<file path="config.mk">
export PLATFORM = sky130hd
export DESIGN_NAME = svnet_pipeline_credit_manager
export DESIGN_NICKNAME = d
export VERILOG_FILES = /design/src/rtl/svnet_pipeline_credit_manager.sv
export SDC_FILE = /design/constraint.sdc
export NUM_CORES = 1
export LEC_CHECK = 0
export CORE_MARGIN = 1.5
export CORE_UTILIZATION = 65
export DETAILED_ROUTE_END_ITERATION = 10
export DONT_BUFFER_PORTS = 1
export PLACE_DENSITY_LB_ADDON = 0.1
export SLEW_MARGIN = 25
export SYNTH_ARGS = -nofsm -noshare
export SYNTH_HDL_FRONTEND = slang
export SYNTH_SLANG_ARGS = --single-unit
export TNS_END_PERCENT = 20
</file>
<file path="constraint.sdc">
create_clock -name clk -period 3.08 [get_ports clk]
set_input_delay 0.308 -clock clk [delete_from_list [all_inputs] [get_ports clk]]
set_output_delay 0.308 -clock clk [all_outputs]
set_load 0.01 [all_outputs]
</file>
<file path="src/rtl/svnet_pipeline_credit_manager.sv">
// ---------------------------------------------------------------------------
// svnet_pipeline_credit_manager
//
// Purpose:
//   Per-channel tracker of reads issued into a fixed-latency pipeline that
//   have not yet retired. Reports each source's used space net of in-flight
//   data, keeps sticky error flags with clamped counters, and provides a
//   drain/flush handshake for safe reconfiguration.
//
// Optional feature (macro SVNET_PIPELINE_CREDIT_STATS_EN):
//   Adds output peak_inflight (per-channel high-water mark of the in-flight
//   counter, cleared by reset or err_clear) plus simulation assertions on
//   the three error conditions.
//
// Ports:
//   clk                  clock
//   rst_n                asynchronous active-low reset
//   source_used_space    CHANNELS*CW  per-channel source occupancy
//   source_read_count    CHANNELS*RW  reads issued this cycle
//   pipeline_used_space  CHANNELS*CW  occupancy net of in-flight reads
//   pipeline_read_count  CHANNELS*RW  reads retired this cycle
//   flush_req            pulse, request drain of all channels
//   source_read_en       upstream may issue reads (low while draining)
//   flush_done           pulse, all channels drained
//   idle                 registered: all in-flight counters were zero
//   err_clear            clears sticky error flags
//   error[2:0]           sticky: [0] overread, [1] underflow, [2] overflow
//   peak_inflight        CHANNELS*IW  (stats build only)
// ---------------------------------------------------------------------------
module svnet_pipeline_credit_manager #(
  parameter  int CHANNELS  = 4,
  parameter  int DEPTH     = 16,
  parameter  int DELAY     = 4,
  parameter  int MAX_READS = 1,
  localparam int CW        = $clog2(DEPTH) + 1,
  localparam int RW        = $clog2(MAX_READS) + 1,
  localparam int CAP       = DELAY * MAX_READS,
  localparam int IW        = $clog2(CAP) + 1
) (
  input  logic                   clk,
  input  logic                   rst_n,
  input  logic [CHANNELS*CW-1:0] source_used_space,
  input  logic [CHANNELS*RW-1:0] source_read_count,
  output logic [CHANNELS*CW-1:0] pipeline_used_space,
  input  logic [CHANNELS*RW-1:0] pipeline_read_count,
  input  logic                   flush_req,
  output logic                   source_read_en,
  output logic                   flush_done,
  output logic                   idle,
  input  logic                   err_clear,
  output logic [2:0]             error
`ifdef SVNET_PIPELINE_CREDIT_STATS_EN
  ,
  output logic [CHANNELS*IW-1:0] peak_inflight
`endif
);

  // Wide enough to compare occupancy against in-flight count without loss.
  localparam int XW = CW + IW;
  // Signed width for inflight + reads - retires.
  localparam int SW = IW + RW + 1;

  typedef enum logic [1:0] {RUN, DRAIN, DONE} state_t;

  state_t              r_state;
  logic                r_read_en;
  logic                r_flush_done;
  logic                r_idle;
  logic [2:0]          r_error;

  logic [CHANNELS-1:0] w_overread;
  logic [CHANNELS-1:0] w_underflow;
  logic [CHANNELS-1:0] w_overflow;
  logic [CHANNELS-1:0] w_next_zero;
  logic [CHANNELS-1:0] w_cur_zero;
  logic [CHANNELS-1:0] w_read_any;
  logic [2:0]          w_new_err;

  for (genvar gi = 0; gi < CHANNELS; gi++) begin : g_ch
    logic [CW-1:0]        w_src_used;
    logic [RW-1:0]        w_rd;
    logic [RW-1:0]        w_rt;
    logic                 w_clamp;
    logic [CW-1:0]        w_pus;
    logic signed [SW-1:0] w_sum;
    logic [IW-1:0]        w_inflight_d;
    logic [IW-1:0]        r_inflight;

    assign w_src_used = source_used_space[gi*CW +: CW];
    assign w_rd       = source_read_count[gi*RW +: RW];
    assign w_rt       = pipeline_read_count[gi*RW +: RW];

    // When more is in flight than the source holds, report empty rather
    // than wrapping. If not clamped, r_inflight fits in CW bits.
    assign w_clamp = XW'(r_inflight) > XW'(w_src_used);
    assign w_pus   = w_clamp ? '0 : (w_src_used - CW'(r_inflight));
    assign pipeline_used_space[gi*CW +: CW] = w_pus;

    assign w_overread[gi] = w_clamp | (XW'(w_rd) > XW'(w_pus));

    assign w_sum = $signed(SW'(r_inflight)) + $signed(SW'(w_rd))
                 - $signed(SW'(w_rt));
    assign w_underflow[gi] = (w_sum < 0);
    assign w_overflow[gi]  = (w_sum > $signed(SW'(CAP)));

    assign w_inflight_d = w_underflow[gi] ? '0 :
                          w_overflow[gi]  ? IW'(CAP) : w_sum[IW-1:0];

    always_ff @(posedge clk or negedge rst_n) begin
      if (!rst_n) r_inflight <= '0;
      else        r_inflight <= w_inflight_d;
    end

    assign w_next_zero[gi] = (w_inflight_d == '0);
    assign w_cur_zero[gi]  = (r_inflight == '0);
    assign w_read_any[gi]  = |w_rd;

`ifdef SVNET_PIPELINE_CREDIT_STATS_EN
    logic [IW-1:0] r_peak;

    always_ff @(posedge clk or negedge rst_n) begin
      if (!rst_n)                      r_peak <= '0;
      else if (err_clear)              r_peak <= '0;
      else if (w_inflight_d > r_peak)  r_peak <= w_inflight_d;
    end

    assign peak_inflight[gi*IW +: IW] = r_peak;

    a_no_overread:  assert property (@(posedge clk) disable iff (!rst_n) !w_overread[gi]);
    a_no_underflow: assert property (@(posedge clk) disable iff (!rst_n) !w_underflow[gi]);
    a_no_overflow:  assert property (@(posedge clk) disable iff (!rst_n) !w_overflow[gi]);
`endif
  end

  // Reads while draining are still counted but flagged as overreads.
  assign w_new_err[0] = (|w_overread) | ((r_state == DRAIN) & (|w_read_any));
  assign w_new_err[1] = |w_underflow;
  assign w_new_err[2] = |w_overflow;

  // A new error in the same cycle as err_clear keeps its flag set.
  always_ff @(posedge clk or negedge rst_n) begin
    if (!rst_n) begin
      r_error <= '0;
      r_idle  <= 1'b1;
    end else begin
      r_error <= (r_error & ~{3{err_clear}}) | w_new_err;
      r_idle  <= &w_cur_zero;
    end
  end

  always_ff @(posedge clk or negedge rst_n) begin
    if (!rst_n) begin
      r_state      <= RUN;
      r_read_en    <= 1'b1;
      r_flush_done <= 1'b0;
    end else begin
      case (r_state)
        RUN: begin
          if (flush_req) begin
            r_state   <= DRAIN;
            r_read_en <= 1'b0;
          end
        end
        DRAIN: begin
          // Looks at next-state counters so an idle drain takes one cycle.
          if (&w_next_zero) begin
            r_state      <= DONE;
            r_flush_done <= 1'b1;
          end
        end
        DONE: begin
          r_state      <= RUN;
          r_flush_done <= 1'b0;
          r_read_en    <= 1'b1;
        end
        default: begin
          r_state      <= RUN;
          r_flush_done <= 1'b0;
          r_read_en    <= 1'b1;
        end
      endcase
    end
  end

  assign source_read_en = r_read_en;
  assign flush_done     = r_flush_done;
  assign idle           = r_idle;
  assign error          = r_error;

endmodule

</file>
==> results_dict.tcl, run 1 <==
set metrics [dict create \
    antenna_found_initial 0 \
    synth.most_common_cell "inv_1" \
    r2r-start "g_ch[1].r_inflight[2]" \
    nets 383 \
    min_period_over_period 0.9069 \
    cp_cell_sequence "inv_1, ha_1, a21oi_1, o21ai_1, nor3_1, nor2_1, ha_1, or4_1, nand4_1" \
    cts_buffers 3 \
    ctsResizeCount 0 \
    max_cap_violations 0 \
    seq_power_share 0.185 \
    syn_inst 301 \
    clock_latency_ns 0.26 \
    slew-limit-headroom 0.7036 \
    hold_path_class "input pin to asynchronous set/reset pin" \
    hold_slack_ns -0.01291 \
    routed_via_density 5.845 \
    worst-path-buf-inv 1 \
    synth_top_area_share 0.1816 \
    ys_ff_latch 20 \
    synth_area_leaders "dfrtp_1, ha_1, inv_1, fa_1, xnor2_1" \
    yosysWarningCount 0 \
    syn_area_mm2 0.002480 \
    slowest_delay_ns 0.52 \
    clockBufferDepth 2 \
    cts.sinks 20 \
    p_int_mw 1.280 \
    fin_skew_ns 0.001126 \
    rsz0062_at_grt "no" \
    setup_tns_ns 0 \
    crit_fanout 6 \
    start_util 0.6774 \
    synth-edff-count 0 \
    port_buffers 0 \
    layout-drive-gt1-share 0.07516 \
    synth_cell_types 53 \
    critPathKind "flop to flop" \
    row_count 22 \
    first_global_vias 2039 \
    die-height_um 64.77 \
    pwr_density_cell_mw_per_mm2 996.0 \
    rr_endpoint "error[0]" \
    status "finished with violations" \
    gp_congestion 0.9175 \
    clockRootBuffer "clkbuf_8" \
    crit_required_ns 3.27 \
    p_leak_nw 1.267 \
    combinationalPowerShare 0.738 \
    reg2reg_depth 9 \
    clkSlewWorstSetupHoldPaths_ns 0.07 \
    ys_seq_area_frac 0.2028 \
    core_area_mm2 0.003661 \
    cts_tree "yes" \
    hpwl_mm 4.534 \
    dieWidth_um 64.77 \
    drt_iter0_drc 78 \
    wl_per_cell_um 14.90 \
    clock.fmax_mhz 358.0 \
    vias 2069 \
    finalMaxSlewViolations 0 \
    h-tree-depth 1 \
    grt_max_degree 21 \
    hold_viol 18 \
    end_kind "flop" \
    drc 0 \
    drtAntennaViolNets 0 \
    peakVddDrop_v 0.0006015 \
    cp.depth 9 \
    drt-total-wl_mm 5.276 \
    synth_ff_type "dfrtp_1" \
    syn_to_final_growth_pct 5.146 \
    synthArstFlopShare 1.000 \
    grt_pass1_wl_mm 8.707 \
    die-area_mm2 0.004195 \
    grt_use_total 0.2609 \
    num_io_pins 58 \
    yosys.area.top_type "dfrtp_1" \
    p_clk_frac 0.077 \
    antennaDiodeCount 0 \
    r2r_slack_ns 0.29 \
    power_switching_mw 1.317 \
    drtPass1Iterations 4 \
    violations "negative hold slack" \
    worst_setup_path_start_kind "flop" \
    cpLargestDelayFamily "simple AND/OR/NAND/NOR gates" \
    worst_path_max_delay_cell "or4_1" \
    layout_min_cycle_time_ns 2.793 \
    worstMarginPinSlew_ns 0.4412 \
    syn_avg_cell_area_um2 8.239 \
    cp_common_cell "ha_1" \
    overflow 0 \
    synth_common_cells "inv_1, ha_1, nor2_1" \
    setup_viol 0 \
    crit_arrival_ns 2.99 \
    synth_nets 377 \
    swShare 0.5072 \
]
## cell type report
| cell class | count | area [um2] |
|---|---|---|
| Tap cell | 48 | 60.06 |
| Timing Repair Buffer | 3 | 20.02 |
| Multi-Input combinational cell | 233 | 1797 |
| Clock buffer | 4 | 55.05 |
| Sequential cell | 20 | 503.0 |
| Fill cell | 312 | 1054 |
| Inverter | 46 | 172.7 |
## per-stage QoR
stage,util,total power [mW],cell area (um2),setup WS [ns],instances
2_1_floorplan,-,2.023,2480,0.4854,301
4_1_cts,0.7136,2.596,2613,0.2881,354
6_report,0.7122,2.597,2608,0.2868,354
5_1_grt,0.7122,2.846,2608,0.08156,354
3_5_place_dp,0.6958,2.380,2547,0.3070,349
3_3_place_gp,0.6958,2.332,2547,0.4019,349
## worst max path at each step
stage                          startpoint  slack, ns          to
floorplan           g_ch[1].r_inflight[2]       0.49    error[0]
global placement    g_ch[2].r_inflight[0]       0.40  r_state[1]
detailed placement  g_ch[2].r_inflight[0]       0.31  r_state[0]
CTS                 g_ch[2].r_inflight[0]       0.29  r_state[1]
global route        g_ch[1].r_inflight[2]       0.08    error[0]
finish              g_ch[1].r_inflight[2]       0.29    error[0]
## cell families after synthesis
kind of cell	share of synthesized area
simple gates	0.2114
compound gates	0.1983
buf+inv	0.07266
fa+ha+maj	0.2462
flops	0.2028
xor+xnor	0.06004
mux	0.008577
## worst register-to-register path: stages, from the launching register on
cell and delay [ns]:
dfrtp_1 0.45, inv_1 0.14, ha_1 0.35, a21oi_1 0.16, o21ai_1 0.16, nor3_1 0.39
nor2_1 0.18, ha_1 0.30, or4_1 0.52, nand4_1 0.09
## metal layers
metal / track usage / vias up / part of all wire / routed length, um
li1: - / 1048 / - / -
met1: 0.3363 / 961 / 0.46 / 2427
met2: 0.4652 / 52 / 0.48 / 2540
met3: 0.02257 / 8 / 0.046 / 244
met4: 0.07447 / 0 / 0.012 / 65
met5: 0 / - / 0 / 0
## sequential cells by signal (all words and copies together), names as in the netlist
signal and flops:
g_ch.r_inflight 12, error 3, r_state 2, flush_done 1, idle 1, source_read_en 1
## cell usage in the layout (no fill, tap or decap), types with 3 or more instances in the layout
master and count:
a211o_1 4, a21o_1 8, a21oi_1 14, a22oi_1 3, and2_1 3, and3_1 3, clkbuf_8 4, dfrtp_1 18
fa_1 8, ha_1 36, inv_1 46, nand2_1 25, nand2b_1 5, nand4_1 3, nor2_1 30, nor2b_1 7
nor3_1 13, nor4_1 5, o211ai_1 3, o21ai_0 7, o21ai_1 3, xnor2_1 14, xor2_1 3
## what timing repair did
action | 4_1_cts | 5_1_grt
setup buffers | 0 | 0
hold endpoints to repair | 20 | 0
hold buffers | 1 | 0
## power by group through the flow
| stage | clock [mW] | combinational [mW] | sequential [mW] |
|---|---|---|---|
| finish | 0.200 | 1.92 | 0.481 |
| detailed placement | 0 | 1.89 | 0.487 |
| floorplan | 0 | 1.58 | 0.443 |
| global route | 0.212 | 2.14 | 0.494 |
| CTS | 0.204 | 1.91 | 0.481 |
| global placement | 0 | 1.85 | 0.483 |
Note: power is estimated with default switching activity, not from simulation.
==> inputs of run 2 (changes only) <==
ABC_AREA = 1   (was unset)
==> run 2 against run 1 <==
Compared with the run above:
- the run still ends with negative hold slack left
- die area shrank 3.5%
- global-route usage decreased by 0.053 points
- count of clock-buffer cells in the layout is 1 lower
- worst hold slack got worse by 0.00081 ns
- critical endpoint unchanged
- largest power group unchanged
==> results_dict.tcl, run 2 <==
set metrics [dict create \
    overflow 0 \
    swShare 0.5237 \
    pwr_density_cell_mw_per_mm2 896.4 \
    synth_nets 429 \
    synth.most_common_cell "inv_1" \
    clkSlewWorstSetupHoldPaths_ns 0.08 \
    hold_path_class "input pin to asynchronous set/reset pin" \
    slowest_delay_ns 0.45 \
    violations "negative hold slack" \
    p_leak_nw 1.484 \
    antennaDiodeCount 0 \
    r2r_slack_ns 0.49 \
    crit_required_ns 3.28 \
    drtPass1Iterations 4 \
    synth-edff-count 0 \
    nets 435 \
    synth_common_cells "inv_1, nand2_1, nor2_1" \
    yosysWarningCount 0 \
    setup_tns_ns 0 \
    synth_cell_types 27 \
    die-area_mm2 0.004049 \
    syn_to_final_growth_pct 5.602 \
    max_cap_violations 0 \
    cts_buffers 3 \
    dpl.cell_count 399 \
    clock.fmax_mhz 385.7 \
    syn_avg_cell_area_um2 6.770 \
    synth_ff_type "dfrtp_1" \
    cts.sinks 20 \
    hpwl_mm 4.153 \
    h-tree-depth 1 \
    port_buffers 0 \
    regMostFlops "g_ch.r_inflight" \
    dieWidth_um 63.64 \
    largest_reg_flops 12 \
    synth_top_area_share 0.1885 \
    min_period_over_period 0.8417 \
    core_area_mm2 0.003442 \
    clockBufferDepth 2 \
    worst_path_max_delay_cell "dfrtp_1" \
    antenna_found_initial 0 \
    crit_arrival_ns 2.79 \
    wl_per_cell_um 11.97 \
    first_global_vias 2063 \
    fin_skew_ns 0.007310 \
    clock_latency_ns 0.27 \
    stdcell_count 404 \
    syn_area_mm2 0.002390 \
    final_cell_mix "inv_1, nand2_1, nor2_1" \
    ys_ff_latch 20 \
    cts_tree "yes" \
    setup_viol 0 \
    grt_pass1_wl_mm 8.431 \
    synthArstFlopShare 1.000 \
    combinationalPowerShare 0.698 \
    ys_seq_area_frac 0.2105 \
    crit_fanout 4 \
    grt_max_degree 21 \
    routed_via_density 5.168 \
    p_int_mw 1.078 \
    vias 2088 \
    status "finished with violations" \
    power_switching_mw 1.185 \
    finalMaxSlewViolations 0 \
    yosys.area.top_type "dfrtp_1" \
    num_io_pins 58 \
    reg2reg_depth 15 \
    p_clk_frac 0.120 \
    start_util 0.6943 \
    drt_iter0_drc 84 \
    hold_slack_ns -0.01372 \
    drtAntennaViolNets 0 \
    hold_viol 18 \
    seq_power_share 0.182 \
    cp_cell_sequence "inv_1, ha_1, nand2_1, o21ai_2, nor2_2, nand2_2, inv_1, nor2_1, ha_1, or2_2, nor2_1, nand3_1, nand2_1, nor2_1, nand2_1" \
    layout_min_cycle_time_ns 2.593 \
    worstMarginPinSlew_ns 0.4725 \
    syn_inst 353 \
    end_kind "flop" \
    drt-total-wl_mm 4.837 \
    critPathKind "flop to flop" \
    slew-limit-headroom 0.6850 \
    rsz0062_at_grt "no" \
    nFillCells 309 \
    clockRootBuffer "clkbuf_8" \
    die-height_um 63.64 \
    gp_congestion 0.8696 \
    postCtsSetupBuffers 0 \
    worst_setup_path_start_kind "flop" \
    final_common_cell "inv_1" \
    grt_use_total 0.2604 \
    row_count 21 \
    synth_area_leaders "dfrtp_1, ha_1, inv_1, nand2_1, nor2_1" \
    peakVddDrop_v 0.0005575 \
    layout-drive-gt1-share 0.06425 \
    drc 0 \
]
[run 2: power groups by stage]
| stage | Sequential (mW) | Clock [mW] | Combinational (mW) |
|---|---|---|---|
| floorplan | 0.404 | 0 | 1.30 |
| global placement | 0.416 | 0 | 1.52 |
| detailed placement | 0.418 | 0 | 1.56 |
| CTS | 0.413 | 0.272 | 1.58 |
| global route | 0.424 | 0.281 | 1.82 |
| finish | 0.412 | 0.271 | 1.58 |
[run 2: repair_timing]
item                                   in CTS  in global routing
hold buffers                                1                  0
endpoints found under the hold margin      20                  0
resized for setup                           0                  0
[run 2: area by class of cell]
class,count,area (um2),share of cell area
multi-input cells,247,1564,0.6197
flip-flops and latches,20,503.0,0.1993
inverters,86,322.8,0.1279
well taps,46,57.56,0.02281
clock buffers,3,41.29,0.01636
clock inverters,1,30.03,0.01190
repair buffers,1,5.005,0.001983
[run 2: kinds of logic after synthesis]
family,share of synthesized area
flops,0.2105
fa+ha+maj,0.2555
compound gates,0.04869
buf+inv,0.1351
simple gates,0.3173
xor+xnor,0.03299
[run 2: worst paths after layout]
path,start,end
worst min-delay path,rst_n,g_ch[3].r_inflight[1]
worst max-delay path,g_ch[1].r_inflight[1],error[0]
max in group asynchronous,rst_n,idle
worst max register to register,g_ch[1].r_inflight[1],error[0]
min in group clk,flush_req,r_state[0]
worst min register to register,r_state[1],source_read_en
[run 2: critical path: cells and delay by family (launching register included)]
kind                     cells  cell delay (ns)
AND/OR/NAND/NOR             10             1.09
adder cells (fa/ha/maj)      2             0.59
flip-flops                   1             0.45
buffers and inverters        2             0.22
AO/OA/AOI/OAI                1             0.18
[run 2: layer usage]
metal  global-route usage  vias up  share of wire
li1                     -     1094              -
met2               0.4711       62           0.48
met5                    0        -              0
met3              0.03750        2          0.063
met1               0.3265      930           0.46
met4              0.05707        0         0.0048
[run 2: stage by stage]
step	worst slack, ns	total power, mW	utilization	instance area, um2
after floorplan	0.7908	1.700	-	2390
after global placement	0.5139	1.932	0.7110	2447
after detailed placement	0.4745	1.974	0.7110	2447
after CTS	0.4498	2.267	0.7346	2529
after global routing	0.2054	2.525	0.7332	2524
final	0.4874	2.262	0.7332	2524
==> inputs of run 3 (changes only) <==
ABC_AREA = 0   (was 1)
clock period = 2.7 ns   (was 3.08 ns; I/O delays follow)
==> run 3 against run 2 <==
Compared with the run above:
- the flow now finishes without violations
- sequential power is 26% higher
- worst hold slack better by 0.18 ns
- power is 42% higher
- combinational power up 57%
- critical path type unchanged
==> results_dict.tcl, run 3 (synthesis results as in run 1) <==
set metrics [dict create \
    status "finished clean" \
    routed_via_density 5.764 \
    wl_per_cell_um 15.13 \
    antennaDiodeCount 0 \
    final_cell_mix "inv_1, ha_1, nor2_1" \
    hold_path_class "input pin to flop" \
    syn_to_final_growth_pct 12.71 \
    dieWidth_um 64.77 \
    cts_tree "yes" \
    peakVddDrop_v 0.0006877 \
    p_int_mw 1.605 \
    drc 0 \
    layout-drive-gt1-share 0.1682 \
    pre_cts_ws_ns -0.006620 \
    clockBufferDepth 2 \
    final_common_cell "inv_1" \
    hpwl_mm 4.584 \
    antenna_found_initial 0 \
    crit_required_ns 2.90 \
    swShare 0.4989 \
    start_util 0.6774 \
    pwr_density_cell_mw_per_mm2 1146 \
    die-height_um 64.77 \
    drt-total-wl_mm 5.583 \
    core_area_mm2 0.003661 \
    fin_skew_ns 0.005548 \
    worst_setup_path_start_kind "flop" \
    grt_max_degree 21 \
    layout_setup_ws_ns 0.07404 \
    layout_min_cycle_time_ns 2.626 \
    port_buffers 0 \
    p_leak_nw 1.343 \
    nFillCells 279 \
    critPathKind "flop to flop" \
    setup_viol 0 \
    place_area_mm2 0.002645 \
    cts_buffers 3 \
    finalMaxSlewViolations 0 \
    clock.fmax_mhz 380.8 \
    overflow 0 \
    max_cap_violations 0 \
    row_count 22 \
    crit_fanout 4 \
    final_core_util 0.7635 \
    cts.sinks 20 \
    min_period_over_period 0.9726 \
    combinationalPowerShare 0.773 \
    hold_viol 0 \
    gp_congestion 1.003 \
    power_switching_mw 1.598 \
    first_global_vias 2095 \
    total_power_mw 3.202 \
    p_clk_frac 0.064 \
    crit_arrival_ns 2.82 \
    regMostFlops "g_ch.r_inflight" \
    end_kind "flop" \
    grt_pass1_wl_mm 8.983 \
    seq_area_um2 503.0 \
    drtPass1Iterations 4 \
    clockRootBuffer "clkbuf_8" \
    die-area_mm2 0.004195 \
    num_io_pins 58 \
    final_area_mm2 0.002795 \
    drtAntennaViolNets 0 \
    h-tree-depth 1 \
    largest_reg_flops 12 \
    drt_iter0_drc 100 \
    setup_tns_ns 0 \
    grt_use_total 0.2708 \
    seq_power_share 0.163 \
    nets 398 \
    worstMarginPinSlew_ns 0.4831 \
    vias 2127 \
    rsz0062_at_grt "yes" \
    multi_input_area_mm2 0.001879 \
    clkSlewWorstSetupHoldPaths_ns 0.07 \
    slew-limit-headroom 0.6780 \
    clock_latency_ns 0.26 \
]
run 3: cell count changes in the layout (fill, tap and decap cells not counted), sizes merged, moves of 10 or more:
cell,before,now
nand3,15,2
buf,1,17
a21o,0,10
a21oi,4,15
inv,83,46
nor2,45,31
xnor2,1,14
nand2,88,25
run 3: per-stage QoR:
stage | instances | hold slack [ns]
after detailed placement | 362 | -0.02507
after CTS | 367 | 0.1687
final | 369 | 0.1695
after floorplan | 301 | -0.02559
after global placement | 362 | -0.02506
after global routing | 369 | 0.2028
run 3: layer usage:
layer,vias to the layer above,GRT usage,wire length [um]
li1,1083,-,-
met1,987,0.3498,2550
met2,51,0.4768,2751
met3,6,0.02951,225
met4,0,0.07979,56
met5,-,0,0
run 3: worst paths after layout:
| path | start | slack, ns | end | depth (start not counted) |
|---|---|---|---|---|
| max | g_ch[2].r_inflight[0] | 0.07 | r_state[1] | 12 |
| min in group asynchronous | rst_n | 0.51 | error[2] | 2 |
| min reg2reg | source_read_en | 0.54 | source_read_en | 1 |
| min | flush_req | 0.17 | r_state[0] | 2 |
| max reg2reg | g_ch[2].r_inflight[0] | 0.07 | r_state[1] | 12 |
| max in group asynchronous | rst_n | 1.84 | idle | 2 |
run 3: layout make-up:
cell class | instances | share of cell area
multi-input cells | 233 | 0.6723
flip-flops and latches | 20 | 0.1799
clock buffers | 4 | 0.01611
well taps | 48 | 0.02149
inverters | 46 | 0.06177
repair buffers | 18 | 0.04834
run 3: repair_timing:
item,4_1_cts,5_1_grt
setup buffers,0,1
hold endpoints to repair,20,18
hold buffers,1,1
cloned,0,0
pin swaps,0,5
resized for setup,3,19
setup endpoints to repair,3,4
run 3: power by group through the flow:
stage,sequential (mW),clock [mW],combinational (mW)
finish,0.521,0.206,2.48
global route,0.535,0.215,2.75
CTS,0.518,0.205,2.36
detailed placement,0.524,0,2.33
global placement,0.523,0,2.27
floorplan,0.505,0,1.80
run 3: critical path: stages, from the launching register on:
cell       delay (ns)
dfrtp_1          0.39
inv_2            0.07
ha_4             0.19
inv_2            0.06
ha_4             0.13
inv_2            0.04
fa_2             0.44
and2_4           0.19
a21o_1           0.19
a21boi_4         0.14
a2111oi_4        0.32
and4bb_2         0.29
and2b_1          0.13
